## src/rtl/macc_multichannel.sv

```systemverilog
// rtl/macc_multichannel.sv - time-interleaved multichannel signed multiply-accumulate
//
// Purpose: NUM_CH independent signed accumulators sharing one pipelined
// multiplier. One sample per clock. A sample flagged IN_LAST closes its
// channel's frame, emits the sum on P with a one-cycle P_VALID strobe and
// clears that channel's accumulator and overflow flag.
//
// Ports:
//   CLK        clock, rising edge
//   RST        synchronous active-high reset, wins over CE
//   CE         clock enable, 0 freezes every register
//   IN_VALID   sample valid
//   IN_LAST    last sample of the frame for channel CH
//   CH         channel index; indices >= NUM_CH are dropped
//   A, B       signed operands
//   ADDSUB     1 = acc + A*B, 0 = acc - A*B
//   LOAD       1 = use LOAD_DATA instead of the accumulator as the base
//   LOAD_DATA  signed preset
//   P          signed frame result, held between strobes
//   P_VALID    one CE-cycle result strobe
//   P_CH       channel of P
//   OVF        an overflow happened somewhere in the reported frame

module macc_multichannel #(
    parameter int WIDTH_A  = 25,
    parameter int WIDTH_B  = 18,
    parameter int WIDTH_P  = 48,
    parameter int NUM_CH   = 4,
    parameter int LATENCY  = 3,
    parameter int SATURATE = 0,
    localparam int CW      = (NUM_CH > 1) ? $clog2(NUM_CH) : 1
) (
    input  logic               CLK,
    input  logic               RST,
    input  logic               CE,
    input  logic               IN_VALID,
    input  logic               IN_LAST,
    input  logic [CW-1:0]      CH,
    input  logic [WIDTH_A-1:0] A,
    input  logic [WIDTH_B-1:0] B,
    input  logic               ADDSUB,
    input  logic               LOAD,
    input  logic [WIDTH_P-1:0] LOAD_DATA,
    output logic [WIDTH_P-1:0] P,
    output logic               P_VALID,
    output logic [CW-1:0]      P_CH,
    output logic               OVF
);

    localparam int PW = WIDTH_A + WIDTH_B;
    localparam int NS = 2 ** CW;
    // One bit per encodable channel index; set only for channels that exist.
    localparam logic [NS-1:0] CH_MASK = NS'((64'd1 << NUM_CH) - 64'd1);
    localparam logic [WIDTH_P-1:0] SAT_MAX = {1'b0, {(WIDTH_P-1){1'b1}}};
    localparam logic [WIDTH_P-1:0] SAT_MIN = {1'b1, {(WIDTH_P-1){1'b0}}};

    typedef struct packed {
        logic               valid;
        logic               last;
        logic               addsub;
        logic               load;
        logic [CW-1:0]      ch;
        logic [WIDTH_P-1:0] load_data;
    } ctrl_t;

    ctrl_t                      ctrl_q [LATENCY];
    ctrl_t                      ctrl_d [LATENCY];
    logic signed [WIDTH_A-1:0]  a_q, a_d;
    logic signed [WIDTH_B-1:0]  b_q, b_d;
    logic signed [PW-1:0]       prod_q [1:LATENCY-1];
    logic signed [PW-1:0]       prod_d [1:LATENCY-1];
    logic signed [WIDTH_P-1:0]  acc_q [NS];
    logic signed [WIDTH_P-1:0]  acc_d [NS];
    logic [NS-1:0]              ovf_q, ovf_d;
    logic [WIDTH_P-1:0]         p_q, p_d;
    logic                       p_valid_q, p_valid_d;
    logic [CW-1:0]              p_ch_q, p_ch_d;
    logic                       ovf_out_q, ovf_out_d;

    ctrl_t                      st;
    logic signed [WIDTH_P-1:0]  base;
    logic signed [WIDTH_P:0]    base_ext, prod_ext, sum_full;
    logic                       ovf_now;
    logic [WIDTH_P-1:0]         result;

    always_comb begin
        // Stage 0 captures the sample; out-of-range channels enter as bubbles.
        ctrl_d[0].valid     = IN_VALID && CH_MASK[CH];
        ctrl_d[0].last      = IN_LAST;
        ctrl_d[0].addsub    = ADDSUB;
        ctrl_d[0].load      = LOAD;
        ctrl_d[0].ch        = CH;
        ctrl_d[0].load_data = LOAD_DATA;
        a_d = A;
        b_d = B;
        for (int k = 1; k < LATENCY; k++) begin
            ctrl_d[k] = ctrl_q[k-1];
        end
        prod_d[1] = PW'(a_q) * PW'(b_q);
        for (int k = 2; k < LATENCY; k++) begin
            prod_d[k] = prod_q[k-1];
        end

        // Accumulate stage: read and write of acc[ch] happen in the same
        // cycle, so consecutive samples on one channel chain naturally.
        st       = ctrl_q[LATENCY-1];
        base     = st.load ? st.load_data : acc_q[st.ch];
        base_ext = {base[WIDTH_P-1], base};
        prod_ext = {{(WIDTH_P+1-PW){prod_q[LATENCY-1][PW-1]}}, prod_q[LATENCY-1]};
        sum_full = st.addsub ? (base_ext + prod_ext) : (base_ext - prod_ext);
        // The extra top bit disagrees with the sign bit only when the true
        // sum does not fit in WIDTH_P bits.
        ovf_now  = sum_full[WIDTH_P] ^ sum_full[WIDTH_P-1];
        if (ovf_now && (SATURATE != 0)) begin
            result = sum_full[WIDTH_P] ? SAT_MIN : SAT_MAX;
        end else begin
            result = sum_full[WIDTH_P-1:0];
        end

        acc_d     = acc_q;
        ovf_d     = ovf_q;
        p_d       = p_q;
        p_ch_d    = p_ch_q;
        ovf_out_d = ovf_out_q;
        p_valid_d = 1'b0;
        if (st.valid) begin
            if (st.last) begin
                p_d             = result;
                p_ch_d          = st.ch;
                ovf_out_d       = ovf_q[st.ch] | ovf_now;
                p_valid_d       = 1'b1;
                acc_d[st.ch]    = '0;
                ovf_d[st.ch]    = 1'b0;
            end else begin
                acc_d[st.ch]    = result;
                ovf_d[st.ch]    = ovf_q[st.ch] | ovf_now;
            end
        end
    end

    always_ff @(posedge CLK) begin
        if (RST) begin
            for (int k = 0; k < LATENCY; k++) begin
                ctrl_q[k] <= '0;
            end
            for (int k = 1; k < LATENCY; k++) begin
                prod_q[k] <= '0;
            end
            for (int i = 0; i < NS; i++) begin
                acc_q[i] <= '0;
            end
            a_q       <= '0;
            b_q       <= '0;
            ovf_q     <= '0;
            p_q       <= '0;
            p_valid_q <= 1'b0;
            p_ch_q    <= '0;
            ovf_out_q <= 1'b0;
        end else if (CE) begin
            ctrl_q    <= ctrl_d;
            prod_q    <= prod_d;
            acc_q     <= acc_d;
            a_q       <= a_d;
            b_q       <= b_d;
            ovf_q     <= ovf_d;
            p_q       <= p_d;
            p_valid_q <= p_valid_d;
            p_ch_q    <= p_ch_d;
            ovf_out_q <= ovf_out_d;
        end
    end

    assign P       = p_q;
    assign P_VALID = p_valid_q;
    assign P_CH    = p_ch_q;
    assign OVF     = ovf_out_q;

endmodule

```

## config.mk

```make
export PLATFORM = sky130hd
export DESIGN_NAME = macc_multichannel
export DESIGN_NICKNAME = d
export VERILOG_FILES = /design/src/rtl/macc_multichannel.sv
export SDC_FILE = /design/constraint.sdc
export NUM_CORES = 2
export LEC_CHECK = 0
export ABC_AREA = 1
export CAP_MARGIN = 20
export CORE_MARGIN = 2
export CORE_UTILIZATION = 28
export CTS_BUF_LIST = sky130_fd_sc_hd__clkbuf_8
export CTS_CLUSTER_SIZE = 30
export DETAILED_ROUTE_END_ITERATION = 10
export HOLD_SLACK_MARGIN = 0.15
export SKIP_CTS_REPAIR_TIMING = 1
export SLEW_MARGIN = 10
export SYNTH_ARGS = -nofsm -noshare
export SYNTH_HDL_FRONTEND = slang
export SYNTH_SLANG_ARGS = --single-unit
```

## constraint.sdc

```tcl
create_clock -name CLK -period 8.6 [get_ports CLK]
set_clock_uncertainty 0.1 [all_clocks]
set_input_delay 2.58 -clock CLK [delete_from_list [all_inputs] [get_ports CLK]]
set_output_delay 2.58 -clock CLK [all_outputs]
set_load 0.1 [all_outputs]
```

==> results by group <==
Outcome
  – Status: completed

Min path
  – HP Class: reg -> reg
  – Worst hold path depth: 2
  – Min-delay src: prod_d[16]
  – Min-Delay Endpoint: prod_ext[16]

Global routing
  – First-pass GRT wire length: 210700 µm
  – Vias in the first global route: between 30000 and 40000
  – Largest net degree at the start of global routing: 227
  – Initial antenna violation count: 3
  – GRT Overall Usage: 0.1755
  – Remaining global-route overflow: 0

Placement
  – Half-perimeter wire length after detailed placement: 97960 µm
  – Buffers added on ports: about 150
  – GPL Wtd Cong: 0.9340
  – Worst slack at placement: about 1.5 ns

Yosys
  – #FFs+latches synth: roughly 540
  – Synthesized cell area: 41640 µm²
  – Sequential area share after synthesis: 0.2591
  – Synth unique cells: 47
  – Post-synth top area share: 0.2591
  – Syn Inst Count: between 5000 and 6000
  – Synth warnings: 0
  – Largest area contributor in the synthesized netlist: dfxtp_1
  – Dominant cells by area after synthesis: dfxtp_1, fa_1, nand2_1
  – Syn Nets: 6404
  – Syn Area/Cell: 7.297 µm²

Detailed routing
  – Drt first pass iters: 6
  – Initial DRC Count: about 2700
  – Wire per inst: 17.38 µm
  – Drt via density: 4.738
  – Routed Wire Length: 133700 µm
  – Vias: about 36000
  – Final ANT Viol Nets: 0
  – DRC: 0

Layout
  – Share of cells above drive strength 1: 0.04773
  – Final #Nets: roughly 6400
  – Area Growth Syn to Fin: 12.32%
  – FILL cells: roughly 16000
  – Register area: 10790 µm²
  – Final core occ: 0.3167
  – Multi-input gate area: 25930 µm²

Setup path
  – Worst R2R End: prod_d[24]
  – Required @ worst endpoint: a little over 9 ns
  – Max FO, Critical Path: 17
  – Crit Path Class: reg -> reg
  – Critical Path Start Type: register
  – R2r startpoint: b_q[7]
  – Worst R2R Setup Slack: 1.58 ns
  – Worst EP arrival: about 7.7 ns
  – Worst Reg2Reg Path Length in Cells: 24
  – CP Capture Type: register

Clock network
  – Worst-path clk slew: roughly 0.07 ns
  – CTS Sinks: 539
  – CTS tree: built
  – Root Buffer: clkbuf_8
  – Cts bufs inserted: 93
  – Worst-case clock buffer depth: 3
  – Max H-tree Level: 3
  – Worst skew pair latency: 0.84 ns

STA
  – Max-slew violations: 0
  – Final worst slack: between 1.5 and 2 ns
  – Slew @ Worst Pin: 1.112 ns
  – Min Tclk post-route: roughly 7.0 ns
  – Worst rel slew slack: 0.2578
  – RSZ-0062 raised after global routing: no
  – Fin. Hold Viols: 0
  – Crit share post-route: 0.8167
  – Fmax: between 0.1 and 0.15 GHz
  – Setup TNS: 0 ns
  – Final Setup Violations: 0

Floorplanning
  – Boundary Pins: about 150
  – Initial core utilization: 0.2820
  – Die height: 389.6 µm
  – Total die area: between 150000 and 200000 µm²
  – FP Rows: about 140
  – Die Wd: 389.6 µm
  – Core area: 147700 µm²

Power and ir drop
  – Worst vdd ir: 0.1441 mV
  – NetSw: 4.797 mW
  – Leak Pwr: 22.11 nW
  – Power share of the clock group: 0.238
  – Sw Ratio: 0.4612
  – Sequential power share: 0.277
  – Cell Int Power: 5.603 mW
  – Power density cells: 222.4 nW/µm²
  – Comb power frac: 0.485

Flow run
  – Max-cap check violation count: 0
## worst max path at each step
stage | cells after the start | endpoint | start
2_1_floorplan | 22 | prod_d[38] | a_q[24]
3_3_place_gp | 24 | prod_d[24] | b_q[7]
3_5_place_dp | 24 | prod_d[24] | b_q[7]
4_1_cts | 24 | prod_d[24] | b_q[7]
5_1_grt | 25 | prod_d[24] | b_q[2]
6_report | 24 | prod_d[24] | b_q[7]
## final cells by class
class / count / share of cell area
repair buffers: 208 / 0.04227
multi-input cells: 3863 / 0.5545
clock inverters: 48 / 0.006608
flip-flops and latches: 539 / 0.2308
well taps: 1930 / 0.05163
clock buffers: 118 / 0.03473
inverters: 985 / 0.07938
diodes: 3 / 0.0001605
## cell usage in the layout, fill, tap and decap left out, types with 55 or more instances in the layout
master           synthesis  final
inv_1                  979   1008
clkdlybuf4s50_1          0    149
dfxtp_1                539    538
buf_4                    0     55
fa_1                   442    442
nand3_1                172    172
a21oi_1                335    335
clkbuf_8                 0    119
nand2_1               1176   1176
o22ai_1                 88     88
ha_1                   156    156
nor2_1                 764    764
o21ai_0                365    365
xor2_1                  65     65
## power by group through the flow
stage	clock network, mW	registers [mW]	logic (mW)
after global routing	2.64	2.91	5.65
after floorplan	0	2.85	3.42
final	2.48	2.88	5.04
after CTS	2.54	2.88	5.04
after global placement	0	2.93	5.02
after detailed placement	0	2.93	5.01
## flip-flops by register name, indices dropped and copies added (netlist names)
register / count
acc_q: 192
ctrl_d: 108
ctrl_q: 54
P: 48
prod_d: 43
prod_ext: 43
a_q: 25
b_q: 18
ovf_q: 4
P_CH: 2
OVF: 1
P_VALID: 1
## per-stage QoR
stage	std cells	hold WS [ns]	total power [mW]	area (µm²)
3_5_place_dp	7524	0.3554	7.942	44800
5_1_grt	7693	0.3428	11.20	46760
4_1_cts	7690	0.3162	10.46	46730
3_3_place_gp	7524	0.3514	7.945	44800
6_report	7694	0.3300	10.40	46770
2_1_floorplan	5706	0.3288	6.276	41640
## Yosys cell counts (all sizes together)
library cell,instances
clkbuf,256
a21oi,338
and3,3
a21boi,1
a22oi,5
nor4,12
nor2,774
nand3b,3
a221oi,1
o22ai,88
a21o,8
buf,63
o211ai,29
dfxtp,539
ha,156
xor2,75
nand3,178
o31ai,46
o221ai,6
o21bai,33
nor3,19
nand2,1193
a31oi,12
nand4,12
inv,985
o21ai,380
a31o,2
a22o,1
xnor2,35
fa,442
o21a,6
or2,5
## cells by family (layout without fill, tap and decap cells)
group           after synthesis  count (layout)  synth area share
compound gates              956             956            0.1278
flops                       539             539            0.2591
simple gates               2199            2199            0.2105
other cells                   0               3                 0
fa+ha+maj                   598             598            0.2594
buf+inv                    1304            1359            0.1182
xor+xnor                    110             110           0.02494
## critical path, stage by stage (launching register included)
cell     delay (ns)
dfxtp_1        0.94
buf_4          0.35
nand2_1        0.07
inv_1          0.10
fa_1           0.41
inv_1          0.08
fa_1           0.43
fa_1           0.50
fa_1           0.54
inv_1          0.05
fa_1           0.48
inv_1          0.05
fa_1           0.48
inv_1          0.04
ha_1           0.35
a21o_1         0.24
a21oi_1        0.39
inv_1          0.07
a21oi_1        0.37
o21ai_2        0.20
nand2_1        0.10
nand2_1        0.07
o21ai_0        0.47
nand2_1        0.09
inv_1          0.07
## metal layers
metal	part of all wire	wire length, µm	vias to the layer above	GRT usage
met5	0	0	-	0
met4	0.038	5030	0	0.06646
met3	0.056	7528	261	0.02771
met2	0.47	63000	1048	0.2973
met1	0.43	58130	17628	0.2240
li1	-	-	17517	-
(Power assumes the default switching activity.)
